File: src/rtl/mult_lut_pkg.sv
// Shared types and sizing helpers for the lookup-table multiplier.
package mult_lut_pkg;

    typedef enum logic {
        S_FILL  = 1'b0,
        S_READY = 1'b1
    } state_t;

    // Number of table entries for a given operand width.
    function automatic int depth(input int width);
        return 1 << (2 * width);
    endfunction

    // Table index of the product a*b: a in the upper half, b in the lower half.
    function automatic int addr(input int width, input int a, input int b);
        return (a << width) | b;
    endfunction

endpackage

File: src/rtl/mult_lut_if.sv
// Request/response bundle of mult_lut; master drives requests, slave answers.
interface mult_lut_if #(
    parameter int WIDTH = 3
);
    logic                 init;
    logic                 read;
    logic [WIDTH-1:0]     a;
    logic [WIDTH-1:0]     b;
    logic [2*WIDTH-1:0]   result;
    logic                 valid;
    logic                 busy;
    logic                 err;

    modport master (
        output init, read, a, b,
        input  result, valid, busy, err
    );

    modport slave (
        input  init, read, a, b,
        output result, valid, busy, err
    );
endinterface

File: src/rtl/mult_lut_ram.sv
// Simple dual-port RAM: one synchronous write port, one enabled synchronous read port.
module mult_lut_ram #(
    parameter int AW = 6,
    parameter int DW = 6
) (
    input  logic          clk,
    input  logic          we,
    input  logic [AW-1:0] wa,
    input  logic [DW-1:0] wd,
    input  logic          re,
    input  logic [AW-1:0] ra,
    output logic [DW-1:0] rd
);

    logic [DW-1:0] mem [0:(1<<AW)-1];

    always_ff @(posedge clk) begin
        if (we) begin
            mem[wa] <= wd;
        end
        if (re) begin
            rd <= mem[ra];
        end
    end

endmodule

File: src/rtl/mult_lut.sv
// Lookup-table multiplier that fills its own RAM by repeated addition, then serves reads.
// Optional self-check against a '*' product is built when MULT_LUT_CHECK_EN is defined.
module mult_lut
    import mult_lut_pkg::*;
#(
    parameter int WIDTH = 3
) (
    input  logic      clk,
    input  logic      rst_n,
    mult_lut_if.slave bus
);

    localparam int AW = 2 * WIDTH;
    localparam int DW = 2 * WIDTH;

    state_t           state;
    state_t           state_nx;
    logic [WIDTH-1:0] fa;
    logic [WIDTH-1:0] fb;
    logic [DW-1:0]    acc;
    logic [AW-1:0]    wr_addr;
    logic [AW-1:0]    rd_addr;
    logic             fill_last;
    logic             wr_en;
    logic             rd_en;
    logic [DW-1:0]    rd_q;
    logic             vld_p1;
    logic             have_data;

    assign wr_addr   = AW'(addr(WIDTH, int'(fa), int'(fb)));
    assign rd_addr   = AW'(addr(WIDTH, int'(bus.a), int'(bus.b)));
    assign fill_last = (state == S_FILL) && (wr_addr == AW'(depth(WIDTH) - 1));
    // init takes priority over both the current fill write and any read
    assign wr_en     = (state == S_FILL) && !bus.init;
    assign rd_en     = (state == S_READY) && bus.read && !bus.init;

    always_ff @(posedge clk or negedge rst_n) begin
        if (!rst_n) begin
            state <= S_FILL;
        end else begin
            state <= state_nx;
        end
    end

    always_comb begin
        state_nx = state;
        case (state)
            S_FILL: begin
                if (bus.init) begin
                    state_nx = S_FILL;
                end else if (fill_last) begin
                    state_nx = S_READY;
                end
            end
            S_READY: begin
                if (bus.init) begin
                    state_nx = S_FILL;
                end
            end
            default: state_nx = S_FILL;
        endcase
    end

    // Fill engine: acc tracks fa*fb by adding fa on each fb step; both counters wrap to 0 after the last entry.
    always_ff @(posedge clk or negedge rst_n) begin
        if (!rst_n) begin
            fa  <= '0;
            fb  <= '0;
            acc <= '0;
        end else if (bus.init) begin
            fa  <= '0;
            fb  <= '0;
            acc <= '0;
        end else if (wr_en) begin
            fb <= fb + 1'b1;
            if (fb == '1) begin
                fa  <= fa + 1'b1;
                acc <= '0;
            end else begin
                acc <= acc + DW'(fa);
            end
        end
    end

    mult_lut_ram #(
        .AW (AW),
        .DW (DW)
    ) u_ram (
        .clk (clk),
        .we  (wr_en),
        .wa  (wr_addr),
        .wd  (acc),
        .re  (rd_en),
        .ra  (rd_addr),
        .rd  (rd_q)
    );

    // ---- stage p1: RAM output and its valid ----
    always_ff @(posedge clk or negedge rst_n) begin
        if (!rst_n) begin
            vld_p1    <= 1'b0;
            have_data <= 1'b0;
        end else begin
            vld_p1 <= rd_en;
            if (rd_en) begin
                have_data <= 1'b1;
            end
        end
    end

    // The RAM read register holds between reads; masking it until the first read gives a zero reset value.
    assign bus.result = have_data ? rd_q : '0;
    assign bus.valid  = vld_p1;
    assign bus.busy   = (state == S_FILL);

`ifdef MULT_LUT_CHECK_EN
    logic [DW-1:0] chk_p1;
    logic          err_q;

    always_ff @(posedge clk) begin
        if (rd_en) begin
            chk_p1 <= DW'(bus.a) * DW'(bus.b);
        end
    end

    always_ff @(posedge clk or negedge rst_n) begin
        if (!rst_n) begin
            err_q <= 1'b0;
        end else if (vld_p1 && (rd_q != chk_p1)) begin
            err_q <= 1'b1;
        end
    end

    assign bus.err = err_q;
`else
    assign bus.err = 1'b0;
`endif

endmodule

File: src/flat_wrapper.sv
// flat-port wrapper written by rule: the top's interface ports become plain ports
module mult_lut_flat import mult_lut_pkg::*;
#(
    parameter int WIDTH = 3
)
  (clk, rst_n, bus_init, bus_read, bus_a, bus_b, bus_result, bus_valid, bus_busy, bus_err);
  mult_lut_if #(.WIDTH(WIDTH)) bus_i ();
  input  logic clk;
  input  logic rst_n;
  input wire logic [$bits(bus_i.init)-1:0] bus_init;
  input wire logic [$bits(bus_i.read)-1:0] bus_read;
  input wire logic [$bits(bus_i.a)-1:0] bus_a;
  input wire logic [$bits(bus_i.b)-1:0] bus_b;
  output wire logic [$bits(bus_i.result)-1:0] bus_result;
  output wire logic [$bits(bus_i.valid)-1:0] bus_valid;
  output wire logic [$bits(bus_i.busy)-1:0] bus_busy;
  output wire logic [$bits(bus_i.err)-1:0] bus_err;
  assign bus_i.init = bus_init;
  assign bus_i.read = bus_read;
  assign bus_i.a = bus_a;
  assign bus_i.b = bus_b;
  assign bus_result = bus_i.result;
  assign bus_valid = bus_i.valid;
  assign bus_busy = bus_i.busy;
  assign bus_err = bus_i.err;
  mult_lut #(.WIDTH(WIDTH)) u_core (.clk(clk), .rst_n(rst_n), .bus(bus_i));
endmodule
File: config.mk
export PLATFORM = sky130hd
export DESIGN_NAME = mult_lut_flat
export DESIGN_NICKNAME = d
export VERILOG_FILES = /design/src/rtl/mult_lut_pkg.sv /design/src/rtl/mult_lut_if.sv /design/src/rtl/mult_lut_ram.sv /design/src/rtl/mult_lut.sv /design/src/flat_wrapper.sv
export SDC_FILE = /design/constraint.sdc
export NUM_CORES = 1
export LEC_CHECK = 0
export BUFFER_PORTS_ARGS = -buffer_cell sky130_fd_sc_hd__buf_2
export CAP_MARGIN = 25
export CORE_MARGIN = 3
export CORE_UTILIZATION = 40
export CTS_BUF_LIST = sky130_fd_sc_hd__clkbuf_8
export DETAILED_ROUTE_END_ITERATION = 16
export PLACE_DENSITY_LB_ADDON = 0.25
export SYNTH_ARGS = -nofsm -noshare
export SYNTH_HDL_FRONTEND = slang
export SYNTH_SLANG_ARGS = --single-unit
File: constraint.sdc
create_clock -name clk -period 5.8 [get_ports clk]
set_clock_uncertainty 0.1 [all_clocks]
set_input_delay 1.16 -clock clk [delete_from_list [all_inputs] [get_ports clk]]
set_output_delay 1.16 -clock clk [all_outputs]
set_load 0.01 [all_outputs]
## Word-level counts from Yosys, hierarchy flattened

Memories as Yosys holds them, arrays and structs flattened. A register that Yosys moved wholly into a read port is not among the register bits.
Index checks and enable logic that the tools add are counted.

| word-level totals | value |
|---|---|
| input port bits | 10 |
| RAM bits | 384 |
| output and inout bits | 9 |
| memories | 1 |
| register bits after elaboration | 15 |

Memory list:

| memory | depth | width | rd ports | clocked after Yosys merged registers in | wr ports | RTL line | text |
|---|---|---|---|---|---|---|---|
| u_core.u_ram.mem | 64 | 6 | 1 | 1 | 1 | mult_lut_ram.sv:15 | `logic [DW-1:0] mem [0:(1<<AW)-1];` |

| operators by class | value |
|---|---|
| add/sub/neg operators | 3 |
| bitwise operators | 3 |
| muxes and demuxes | 15 |
| equal/unequal tests | 2 |
| reductions and logical operators | 8 |

Operator list:

| operator | count |
|---|---|
| two-way mux 6 bit | 4 |
| two-way mux 3 bit | 5 |
| bitwise OR 6 x 3 -> 6 bit | 2 |
| adder 3 x 1 -> 3 bit (second input constant) | 2 |
| adder 6 x 3 -> 6 bit | 1 |
| == test 6 bit (second input constant) | 1 |
| two-way mux 1 bit | 5 |
| logical AND 1 bit | 4 |
| nonzero test 2 bit | 2 |
| == test 3 bit (second input constant) | 1 |
| one-hot mux 1 bit (2 select lines) | 1 |
| AND reduction 2 bit | 1 |
| logical NOT 1 bit | 1 |
| NOT 1 bit | 1 |

## Depth between registers and ports, before layout

| depth | value |
|---|---|
| depth in word-level cells | 6 |
| mapped depth | 9 |
| depth with buffers taken out | 7 |

## Hierarchy

Synthesis repeated with hierarchy kept, for this count alone.

| second synthesis, totals | value |
|---|---|
| cells, all modules | 802 |
| area, all modules | 16113.0 µm² |

Modules (own cells, without submodules):

| module | cells an instance | area each (µm²) | sequential area each (µm²) | times used |
|---|---|---|---|---|
| mult_lut_ram | 720 | 15285.9 | 11711.2 | 1 |
| mult_lut | 82 | 827.0 | 375.4 | 1 |

## Worst setup path before layout

Ideal clock, no wire load.

| timing path | value |
|---|---|
| path type | input port to flip-flop |
| start | input port bus_b[1] |
| end | register u_core.u_ram.rd[3], read port of u_core.u_ram.mem, data pin |
| setup time | 0.254 ns |
| slack | 2.816 ns |
| data arrival time | 2.631 ns |
| cell stages on the path | 8 |
| buffers on the path | 4 |
| cell sequence | buf_4 buf_4 buf_4 buf_4 mux4_2 a211oi_1 nor3_1 a21o_1 |

| on the way | value |
|---|---|
| word-level cells in the longest chain between the ends | 1 |

RTL lines:

| element | RTL line | text |
|---|---|---|
| from (decl) | flat_wrapper.sv:13 | `input wire logic [$bits(bus_i.b)-1:0] bus_b;` |
| bitwise OR 6 x 3 -> 6 bit | mult_lut_pkg.sv:16 | `return (a << width) \| b;` |
| to (decl) | mult_lut_ram.sv:12 | `output logic [DW-1:0] rd` |

Every way passes these cells.
A chain may end at the register's enable or synchronous reset.

## Worst setup path after layout

| timing path | value |
|---|---|
| start | input port bus_b[0] |
| end | register u_core.u_ram.rd[0], read port of u_core.u_ram.mem, data pin |

The elaborated chain is that of the path after synthesis.

==> results.txt <==
----------------------------------------------------
[Run status]
  Run status ... completed

[Yosys]
  Netlist area before placement ... 0.0161 mm2
  Synthesis warning total ... 0
  Synthesized netlist net count ... 835
  Post-synthesis sequential area ratio ... 74.9%
  Synthesized instance count ... 818
  Number of flops mapped to enable cells by yosys ... 390
  Number of flip-flops and latches in the synthesized netlist ... 405
  Average size of a mapped cell ... 19.7 um2
  Number of different library cells in the post-synthesis netlist ... 43
  Leading register cell type out of synthesis ... sky130_fd_sc_hd__edfxtp_1
  FFs w/ async S/R, synth ... 3.70%

[STA]
  Peak clock frequency supported by timing ... 0.288 GHz
  Worst slew slack as a fraction of its limit ... 43.0%
  Final worst-path cycle share ... 59.9%
  Final hold violation count ... 0
  Final Setup Violations ... 0
  Total Neg Setup Slack ... 0 ns
  Shortest period the worst path allows ... 3.47 ns
  Worst slew pin tran ... 0.855 ns
  RSZ-0062 raised after global routing ... false
  Max Transition Viols Final ... 0
  Worst-case setup margin in the final layout ... 2.33 ns

[Layout]
  Final cell count without fillers ... 1434
  Number of nets at the end of the flow ... 892
  Area overhead of the layout relative to synthesis ... 11.1%
  Multi-input gate area in the final layout ... 0.00378 mm2
  Filler Cells Inserted ... 3360
  Antenna diode instance count ... 0
  Proportion of layout cells with a drive suffix above 1 ... 22.9%
  Footprint of the flip-flops and latches ... 0.0121 mm2

[Drt]
  Wire per inst ... 24.6 um
  Vias per std cell ... 5.51
  Number of antenna-violating nets in the routed design ... 0
  Final wirelength ... 35.2 mm
  Iteration-0 DRC Markers ... 936
  Total DRC errors in the routed layout ... 0
  Number of iterations in the first detailed-routing pass ... 5
  Via count ... 7897

[Global routing]
  Maximum number of pins on one net before global-route repair ... 69
  Remaining Overflow, GRT ... 0
  Global-route wire length before repair ... 52.9 mm
  Global router's overall resource usage ... 17.0%
  Number of global-route vias before repair ... 8192
  Number of antenna violations at the first check in global routing ... 1

[Place]
  Detail Placement HPWL ... 21.1 mm
  Final RePlAce weighted congestion ... 0.774
  # placed instances ... 1322
  Buffers added on ports ... 17
  Post-placement setup slack ... 1.71 ns

[Clock network]
  Buffers inserted by post-CTS timing repair ... 0
  Maximum root-to-sink buffer count ... 3
  Count of H-tree levels built during CTS ... 3
  Clock Latency Late Sink ... 0.57 ns
  TritonCTS Buffers ... 67
  Count of cells resized by post-cts repair ... 0
  CTS tree ... yes
  Clock root buffer ... sky130_fd_sc_hd__clkbuf_8
  Quantity of hold-fixing buffers added after cts ... 0
  Register clock-pin slew on the reported worst setup and hold paths ... 0.06 ns
  Total number of clock tree sinks ... 405

[Die]
  Boundary Pins ... 19
  Core area ... 0.0393 mm2
  Vertical extent of the die ... 207 um
  Die footprint ... 0.0428 mm2
  Number of core rows ... 72
  DIE WIDTH ... 207 um
  Effective utilization at floorplan ... 41.1%

[Job]
  Count of maximum capacitance violations ... 0

[Setup path]
  Master of the slowest instance on the critical path ... sky130_fd_sc_hd__buf_4
  Crit-path max cell delay ... 0.61 ns
  Critical path startpoint ... bus_b[0]
  Startpoint-to-endpoint class of the critical path ... input pin to flip-flop
  Capturing point of the worst reg2reg path ... u_core.u_ram.mem[47][1]$_DFFE_PP_
  Count of buffer and inverter cells on the critical path ... 2
  Instance count on the critical path ... 6
  Crit path required time ... 6.02 ns
  R2r setup slk ... 2.89 ns
  Launch point of the worst reg-to-reg path ... u_core.state$_DFF_PN0_
  CP Max Fanout ... 42
  Dominant delay contributor by cell family on the critical path ... buffers and inverters
  Critical path launch point type ... input pin
  Data arrival time of the critical path ... 3.70 ns
  R2R cell count ... 3
  Crit-path cells ... buf_4 > buf_4 > mux4_2 > mux4_2 > nor2_1 > o31ai_1
  CP endpoint kind ... flip-flop

[Power and ir drop]
  Reported leakage power ... 5.89 nW
  Maximum ir drop on the vdd rail ... 0.104 mV
  Ratio of total power to cell area ... 315 mW/mm2

[Worst hold path]
  Worst hold-check path type ... input pin to async pin

----------------------------------------------------
-- how the worst max path moves through the flow --
stage                                              end  slack (ns)
after global placement    u_core.u_ram.rd[0]$_DFFE_PP_        1.76
after global routing      u_core.u_ram.rd[0]$_DFFE_PP_        2.21
final                     u_core.u_ram.rd[0]$_DFFE_PP_        2.33
after CTS                 u_core.u_ram.rd[0]$_DFFE_PP_        2.33
after floorplan           u_core.u_ram.rd[3]$_DFFE_PP_        2.82
after detailed placement  u_core.u_ram.rd[0]$_DFFE_PP_        1.71
-- per-stage QoR --
| stage | util (%) | area, um2 | hold slack [ns] | power, mW |
|---|---|---|---|---|
| 2_1_floorplan | - | 16100 | 0.403 | 3.41 |
| 3_3_place_gp | 42.6 | 16700 | 0.515 | 3.47 |
| 3_5_place_dp | 42.6 | 16700 | 0.520 | 3.47 |
| 4_1_cts | 45.6 | 17900 | 0.366 | 5.72 |
| 5_1_grt | 45.6 | 17900 | 0.383 | 5.87 |
| 6_report | 45.6 | 17900 | 0.386 | 5.65 |
-- synth_stat cells, drive strengths merged, types with 6 or more instances --
| master | number | area (um2) |
|---|---|---|
| ha | 6 | 75.1 |
| mux4 | 92 | 2120 |
| o22ai | 14 | 87.6 |
| nor2 | 80 | 300 |
| clkbuf | 15 | 56.3 |
| a21o | 6 | 45.0 |
| a211oi | 6 | 45.0 |
| nand2b | 6 | 37.5 |
| edfxtp | 390 | 11700 |
| o21ai | 11 | 55.1 |
| and2 | 6 | 37.5 |
| nor2b | 9 | 56.3 |
| nor3 | 10 | 50.1 |
| nand2 | 20 | 75.1 |
| dfrtp | 15 | 375 |
| mux2i | 27 | 270 |
| mux2 | 8 | 90.1 |
| a21oi | 12 | 60.1 |
| nand3 | 11 | 55.1 |
| buf | 30 | 198 |
-- worst reg2reg max path: cells and delay by family, from the launching register on --
| kind | cells | cell delay, ns |
|---|---|---|
| DFF | 1 | 0.61 |
| and+or+nand+nor | 3 | 1.83 |
-- registers in the layout, summed over array words and instances, names as in the netlist --
register	flops
u_core.bus.valid	1
u_core.u_ram.mem	384
u_core.acc	6
u_core.u_ram.rd	6
u_core.have_data	1
u_core.fb	3
u_core.fa	3
u_core.state	1
-- cell families after synthesis --
group	synth area share [%]
mux	15.4
fa+ha+maj	0.590
buf+inv	1.64
simple gates	4.63
other cells	0.0232
flops	74.9
xor+xnor	0.217
compound gates	2.58
-- area by class of cell --
type,instances,area share (%)
timing repair buffer,33,1.31
tap,518,3.62
multi-input combinational,365,21.1
inverter,3,0.0628
clock buffer,69,5.30
clock inverter,41,1.17
sequential,405,67.5
-- power breakdown --
group | switching (mW) | total (mW) | internal [mW]
Sequential | 0.00837 | 3.18 | 3.17
Combinational | 0.130 | 0.227 | 0.0976
Clock | 1.10 | 2.24 | 1.14
Total | 1.23 | 5.65 | 4.42
-- metal layers --
layer | vias to the layer above | part of all wire [%] | track usage (%)
li1 | 3449 | - | -
met3 | 58 | 7.8 | 4.33
met2 | 301 | 47 | 26.1
met4 | 0 | 2.3 | 5.66
met1 | 4089 | 43 | 23.9
met5 | - | 0 | 0
-- layout by cell type (no fill, tap or decap), types with 3 or more instances in the layout --
master                       instances
sky130_fd_sc_hd__mux4_1             13
sky130_fd_sc_hd__a21o_1              6
sky130_fd_sc_hd__nand3_1            11
sky130_fd_sc_hd__dfrtp_1             9
sky130_fd_sc_hd__mux4_2             79
sky130_fd_sc_hd__nor3_1             10
sky130_fd_sc_hd__clkinv_2            4
sky130_fd_sc_hd__nand2b_1            6
sky130_fd_sc_hd__o31ai_1             5
sky130_fd_sc_hd__edfxtp_1          390
sky130_fd_sc_hd__and3_1              4
sky130_fd_sc_hd__nand3b_1            4
sky130_fd_sc_hd__o21ai_0            11
sky130_fd_sc_hd__o221ai_1            5
sky130_fd_sc_hd__buf_4              13
sky130_fd_sc_hd__clkinvlp_4          4
sky130_fd_sc_hd__mux2_2              8
sky130_fd_sc_hd__nor2b_1             9
sky130_fd_sc_hd__clkbuf_8           69
sky130_fd_sc_hd__dfrtp_2             6
sky130_fd_sc_hd__a21oi_1            12
sky130_fd_sc_hd__or2_2               3
sky130_fd_sc_hd__a211oi_1            6
sky130_fd_sc_hd__inv_1              18
sky130_fd_sc_hd__clkinv_1           15
sky130_fd_sc_hd__buf_2              16
sky130_fd_sc_hd__and2_1              6
sky130_fd_sc_hd__mux2i_1            27
sky130_fd_sc_hd__ha_1                6
sky130_fd_sc_hd__o22ai_1            14
sky130_fd_sc_hd__nand2_1            20
sky130_fd_sc_hd__a31oi_1             3
sky130_fd_sc_hd__nor2_1             80
Power figures use the tool's default switching activity.
